### config.mk
export PLATFORM = sky130hd
export DESIGN_NAME = pc_sequencer
export DESIGN_NICKNAME = d
export VERILOG_FILES = /design/src/rtl/pc_sequencer_pkg.sv /design/src/rtl/next_pc_mux.sv /design/src/rtl/pc_sequencer.sv
export SDC_FILE = /design/constraint.sdc
export NUM_CORES = 1
export LEC_CHECK = 0
export CORE_ASPECT_RATIO = 0.9
export CORE_UTILIZATION = 51
export DETAILED_ROUTE_END_ITERATION = 8
export DONT_BUFFER_PORTS = 1
export HOLD_SLACK_MARGIN = 0.1
export MAX_ROUTING_LAYER = met4
export PLACE_DENSITY = 0.75
export SLEW_MARGIN = 20
export SYNTH_ARGS = -nofsm -noshare
export SYNTH_HDL_FRONTEND = slang
export SYNTH_SLANG_ARGS = --single-unit
### constraint.sdc
create_clock -name clk -period 4.2 [get_ports clk]
set_input_delay 0.21 -clock clk [delete_from_list [all_inputs] [get_ports clk]]
set_output_delay 0.21 -clock clk [all_outputs]
set_load 0.1 [all_outputs]
### src/rtl/pc_sequencer_pkg.sv
`default_nettype none
// ============================================================================
//  Module      : pc_sequencer_pkg
//  Description : Shared encodings for the program-counter sequencer:
//                next-PC source select codes, sequencer state encoding and
//                a small helper used to flag misaligned register targets.
//  Revision    : 1.0 - initial release
// ============================================================================
package pc_sequencer_pkg;

    // Next-PC source select, as presented on the pc_src port.
    localparam logic [1:0] PC_SEQ = 2'b00;  // pc + 4
    localparam logic [1:0] PC_BR  = 2'b01;  // pc + 4 + branch offset
    localparam logic [1:0] PC_JMP = 2'b10;  // {pc+4 upper nibble, jump field}
    localparam logic [1:0] PC_REG = 2'b11;  // register target, word aligned

    // Sequencer state encoding.
    typedef enum logic [1:0] {
        ST_BOOT   = 2'b00,
        ST_FETCH  = 2'b01,
        ST_HALTED = 2'b10
    } seq_state_t;

    // A register-sourced target is misaligned when either of its two
    // low bits is set; the sequencer still forces those bits to zero.
    function automatic logic target_misaligned(input logic [31:0] target);
        return |target[1:0];
    endfunction

endpackage : pc_sequencer_pkg
`default_nettype wire

### src/rtl/next_pc_mux.sv
`default_nettype none
// ============================================================================
//  Module      : next_pc_mux
//  Description : Combinational next-PC target selection.
//  Ports       : pc_plus4      - sequential successor of the current PC
//                branch_offset - sign-extended, pre-scaled branch offset
//                jump_shifted  - 28-bit word-aligned jump field
//                reg_target    - register-sourced jump target
//                pc_src        - source select (PC_SEQ/PC_BR/PC_JMP/PC_REG)
//                next_pc       - selected next program counter
//  Revision    : 1.0 - initial release
// ============================================================================
module next_pc_mux
    import pc_sequencer_pkg::*;
(
    input  logic [31:0] pc_plus4,
    input  logic [31:0] branch_offset,
    input  logic [27:0] jump_shifted,
    input  logic [31:0] reg_target,
    input  logic [1:0]  pc_src,
    output logic [31:0] next_pc
);

    always_comb begin
        next_pc = pc_plus4;
        case (pc_src)
            PC_SEQ:  next_pc = pc_plus4;
            // Natural 32-bit wrap; no overflow detection is wanted.
            PC_BR:   next_pc = pc_plus4 + branch_offset;
            // Jumps stay inside the 256 MB region of the sequential PC.
            PC_JMP:  next_pc = {pc_plus4[31:28], jump_shifted};
            // Low bits are forced clear; misalignment is reported separately.
            PC_REG:  next_pc = {reg_target[31:2], 2'b00};
            default: next_pc = pc_plus4;
        endcase
    end

endmodule : next_pc_mux
`default_nettype wire

### src/rtl/pc_sequencer.sv
`default_nettype none
// ============================================================================
//  Module      : pc_sequencer
//  Description : Program-counter sequencer with a boot delay, fetch request
//                handshake, branch/jump/register target selection, halt
//                handling and a sticky misaligned-target flag.
//  Parameters  : RESET_PC    - PC value loaded on reset
//                BOOT_CYCLES - cycles spent in BOOT before the first fetch
//  Ports       : clk, rst (async, active-high)
//                jump_shifted, branch_offset, reg_target, pc_src - target inputs
//                stall, halt, imem_ready                         - control
//                pc, pc_plus4, imem_req, halted, misalign_err    - status
//  Revision    : 1.0 - initial release
// ============================================================================
module pc_sequencer
    import pc_sequencer_pkg::*;
#(
    parameter logic [31:0] RESET_PC    = 32'h0000_0000,
    parameter int unsigned BOOT_CYCLES = 2
) (
    input  logic        clk,
    input  logic        rst,
    input  logic [27:0] jump_shifted,
    input  logic [31:0] branch_offset,
    input  logic [31:0] reg_target,
    input  logic [1:0]  pc_src,
    input  logic        stall,
    input  logic        halt,
    input  logic        imem_ready,
    output logic [31:0] pc,
    output logic [31:0] pc_plus4,
    output logic        imem_req,
    output logic        halted,
    output logic        misalign_err
);

    // The boot counter must be able to hold BOOT_CYCLES itself: the
    // sequencer leaves BOOT on the edge after the counter reaches it, so
    // BOOT_CYCLES=0 leaves on the very first edge.
    localparam int unsigned    CNT_W     = (BOOT_CYCLES > 0) ? $clog2(BOOT_CYCLES + 1) : 1;
    localparam logic [CNT_W-1:0] BOOT_LAST = CNT_W'(BOOT_CYCLES);

    seq_state_t        r_state;
    seq_state_t        w_state_next;
    logic [CNT_W-1:0]  r_boot_cnt;
    logic [CNT_W-1:0]  w_boot_cnt_next;
    logic [31:0]       r_pc;
    logic [31:0]       w_pc_plus4;
    logic [31:0]       w_next_pc;
    logic              w_accept;
    logic              w_imem_req;
    logic              w_halted;
    logic              r_misalign;

    assign w_pc_plus4   = r_pc + 32'd4;

    assign pc           = r_pc;
    assign pc_plus4     = w_pc_plus4;
    assign imem_req     = w_imem_req;
    assign halted       = w_halted;
    assign misalign_err = r_misalign;

    next_pc_mux u_next_pc_mux (
        .pc_plus4      (w_pc_plus4),
        .branch_offset (branch_offset),
        .jump_shifted  (jump_shifted),
        .reg_target    (reg_target),
        .pc_src        (pc_src),
        .next_pc       (w_next_pc)
    );

    // ------------------------------------------------------------------
    // Sequencer state register
    // ------------------------------------------------------------------
    always_ff @(posedge clk or posedge rst) begin
        if (rst) begin
            r_state    <= ST_BOOT;
            r_boot_cnt <= '0;
        end else begin
            r_state    <= w_state_next;
            r_boot_cnt <= w_boot_cnt_next;
        end
    end

    // ------------------------------------------------------------------
    // Next-state and handshake decode
    // ------------------------------------------------------------------
    always_comb begin
        w_state_next    = r_state;
        w_boot_cnt_next = r_boot_cnt;
        w_imem_req      = 1'b0;
        w_accept        = 1'b0;
        w_halted        = 1'b0;

        case (r_state)
            ST_BOOT: begin
                if (r_boot_cnt == BOOT_LAST) begin
                    w_state_next = ST_FETCH;
                end else begin
                    w_boot_cnt_next = r_boot_cnt + CNT_W'(1);
                end
            end

            ST_FETCH: begin
                // Stall suppresses the request outright, so a halt
                // presented under stall can never be accepted.
                w_imem_req = ~stall;
                w_accept   = ~stall & imem_ready;
                if (w_accept && halt) begin
                    w_state_next = ST_HALTED;
                end
            end

            ST_HALTED: begin
                w_halted = 1'b1;
            end

            default: begin
                w_state_next = ST_BOOT;
            end
        endcase
    end

    // ------------------------------------------------------------------
    // PC and sticky misalignment flag; both only move on an accept.
    // ------------------------------------------------------------------
    always_ff @(posedge clk or posedge rst) begin
        if (rst) begin
            r_pc       <= RESET_PC;
            r_misalign <= 1'b0;
        end else if (w_accept) begin
            r_pc <= w_next_pc;
            if ((pc_src == PC_REG) && target_misaligned(reg_target)) begin
                r_misalign <= 1'b1;
            end
        end
    end

endmodule : pc_sequencer
`default_nettype wire

==> impl_results.md <==
* Status: finished clean
* Synth warn at 0
* GP Congestion at ~1
* Layout cells sized above 1 at about 29%
* Proportion of power drawn by the clock network at under 10%
* Hold Vio Cnt, Final at 0
* Crit path required time at 4.41 ns
* RSZ-0062 raised after global routing: false
* Clk slew on worst S/H paths at ~0.08 ns
* Post-DR wirelength/cell at 21.31 um
* H-tree levels at 2
* Post-synthesis cell area at 4656 um2
* Worst-path fanout max at 6
* # port buffers at 0
* Max Cap Violations at 0
* Reg2Reg Setup Slack at approximately 0.26 ns
* Setup-failing EPs final at 0
* CP Class: reg -> reg
* TritonCTS clock tree: done
* Tmin final at about 4 ns
* Setup TNS at 0 ns
* Max incr delay on CP at 0.47 ns
* Initial antenna violation count at 0
* Die X at 102.7 um
* Switching Fraction at between 60% and 70%
* Initial DRC Count at approximately 400
* Post-Place Worst Slack at 0.2446 ns
* Drc violations at 0
* Row count at 32
* Fin area at about 6000 um2
* CP Capture Type: register
* Setup crit start: pc[7]
* Max Fclk at approximately 250 MHz
* Static leakage at ~2.5 nW
* GR Util All Layers at 35.04%
* Inserted Diodes at 0
* NetSw at 0.003465 W
* Total wire length at 15980 um
* Hold Crit Class: in -> reg
* Vias in the first global route at 4678
* Largest net degree at the start of global routing at 46
* Commonest cells in the netlist: 71 x nand2_1, 54 x a21oi_1, 47 x nor2_1
* Mapped Nets at slightly above 700
* Router iterations before antenna repair at 5
* Mapped Avg Cell Area at 8.125 um2
* First-pass GRT wire length at 24430 um
* Syn Inst Count at 573
* Cell taking the most area after synthesis: dfrtp_1
* Post-synthesis cell type count at 68
* RR Startpoint: pc[7]
* Root buf cell: clkbuf_8
* Cell-internal power at 0.001903 W
* Worst setup SP type: register
* Layout area overhead at 29.19%
* Sequential power share at 11.6%
* Most used flip-flop cell after synthesis: dfrtp_1
* Core area at between 8000 and 9000 um2
* Crit path cell chain: buf_4 -> nand3_1 -> nor3_2 -> xor2_4 -> ha_1 -> a21o_1 -> a31o_2 -> a221oi_1 -> a211oi_1 -> o31ai_1 -> o21ai_0 -> xnor2_1 -> o21ai_0
* Gate power share at 82.4%
* Pwr Density at 892.3 nW/um2
* Pwr Total at 0.005367 W
* Clk sink count at 37
* Effective utilization at floorplan at 53.34%
* Crit path top cell by count: o21ai_0
* Least-Margin Pin Slew at between 1 and 1.5 ns
* Synth area leaders: dfrtp_1 20%, ha_1 10%, mux4_2 6.8%
* Worst slew margin at a little over a quarter
* Seq/Total Area, Yosys at 19.89%
* Worst IR drop on VDD at 846.0 uV
* Clock latency on the worst-skew pair at 0.29 ns
* Total gr overflow at 0
* Io pins at roughly 170
* FFs w/ async S/R, synth at 100.0%
* ANT nets after route at 0
* Hold Slack at roughly 0.12 ns
* Top-area cell type share of the netlist area at 19.89%
* Slowest CP cell: o31ai_1
* Final Max Slew Viols at 0
* Number of post-CTS setup repair buffers at 0
* Post-layout nets at 768
* Synth Register Bits at 37
* Worst Skew at 0.004923 ns
* Clock Path Buffers at 2
* DIE HEIGHT at about 93 um
* Final setup margin at 0.2553 ns
* Final HPWL DP at 12600 um
* Vias per std cell at 6.517
* Worst R2R Path Depth at 13
* Die Area at 9516 um2
* Post-DP Area at 5839 um2
* Critical path arrival at about 4.2 ns
* Worst R2R End: pc[26]
* Most frequent cell after synthesis: nand2_1
* Vias at 4888
* CP Capture Point: pc[26]
* Num CTS Buffers at 5
* EDFF count, synth at 0
* Fin crit share at roughly 94%
## worst min path at each step
stage | end | from | cells past startpoint
4_1_cts | r_state[0] | imem_ready | 3
3_3_place_gp | r_boot_cnt[1] | rst | 2
2_1_floorplan | r_state[1] | imem_ready | 1
3_5_place_dp | misalign_err | rst | 2
6_report | r_state[0] | imem_ready | 3
5_1_grt | r_state[0] | imem_ready | 3
## cells by family (layout without fill, tap and decap cells)
| logic type | Yosys count | in the layout | share of synthesized area (%) |
|---|---|---|---|
| DFF | 37 | 37 | 19.89 |
| buffers and inverters | 37 | 95 | 3.386 |
| AOI/OAI and AO/OA | 174 | 174 | 24.11 |
| and+or+nand+nor | 201 | 201 | 20.99 |
| muxes | 32 | 32 | 10.86 |
| adders and majority gates | 39 | 39 | 10.64 |
| xor gates and xnor gates | 53 | 53 | 10.13 |
## through the flow
| step | util [%] | std cells |
|---|---|---|
| 2_1_floorplan | - | 573 |
| 3_3_place_gp | 66.90 | 736 |
| 3_5_place_dp | 66.90 | 736 |
| 4_1_cts | 68.86 | 750 |
| 5_1_grt | 68.91 | 750 |
| 6_report | 68.91 | 750 |
## state kept, by name, indices dropped and copies added (netlist names)
name          flops
r_state           2
misalign_err      1
pc               32
r_boot_cnt        2
## power by group through the flow
stage	clock (W)	sequential, W	combinational [W]
finish	0.000319	0.000624	0.00442
global route	0.000332	0.000640	0.00463
CTS	0.000324	0.000624	0.00438
detailed placement	0	0.000629	0.00435
global placement	0	0.000624	0.00431
floorplan	0	0.00161	0.00254
## layout make-up
cell class	count	area [um2]
clock buffer	6	72.57
clock inverter	2	38.79
fill	733	2714
inverter	12	45.04
multi-input combinational	499	4151
sequential	37	979.7
tap	119	148.9
timing repair buffer	75	578.1
## layout by cell type (no fill, tap or decap), types with 14 or more instances in the layout
master   synthesis  routed
nor2_1          47      43
dfrtp_1         37      14
ha_1            38      32
a21oi_1         54      53
buf_4            2      69
nand3_1         24      22
o21ai_0         32      32
nand2_1         71      71
mux4_2          14      14
xnor2_1         33      20
## metal layers
layer / vias up / global-route usage [%] / share of wire, %
met5: - / - / 0
met4: 0 / 8.333 / 1.9
met3: 33 / 10.26 / 12
met2: 342 / 50.89 / 43
met1: 2269 / 47.99 / 42
li1: 2244 / - / -
## critical path: cells and delay by family (launching register included)
kind,cells,cell delay (ns)
flops,1,0.41
compound gates,7,1.91
xor+xnor,2,0.36
buf+inv,1,0.33
fa+ha+maj,1,0.31
simple gates,2,0.55
## repair_timing
item / CTS / global route
endpoints found under the hold margin: 40 / 0
resized for setup: 0 / 1
hold buffers: 6 / 0
endpoints found under the setup margin: 0 / 1
(Power assumes the default switching activity.)
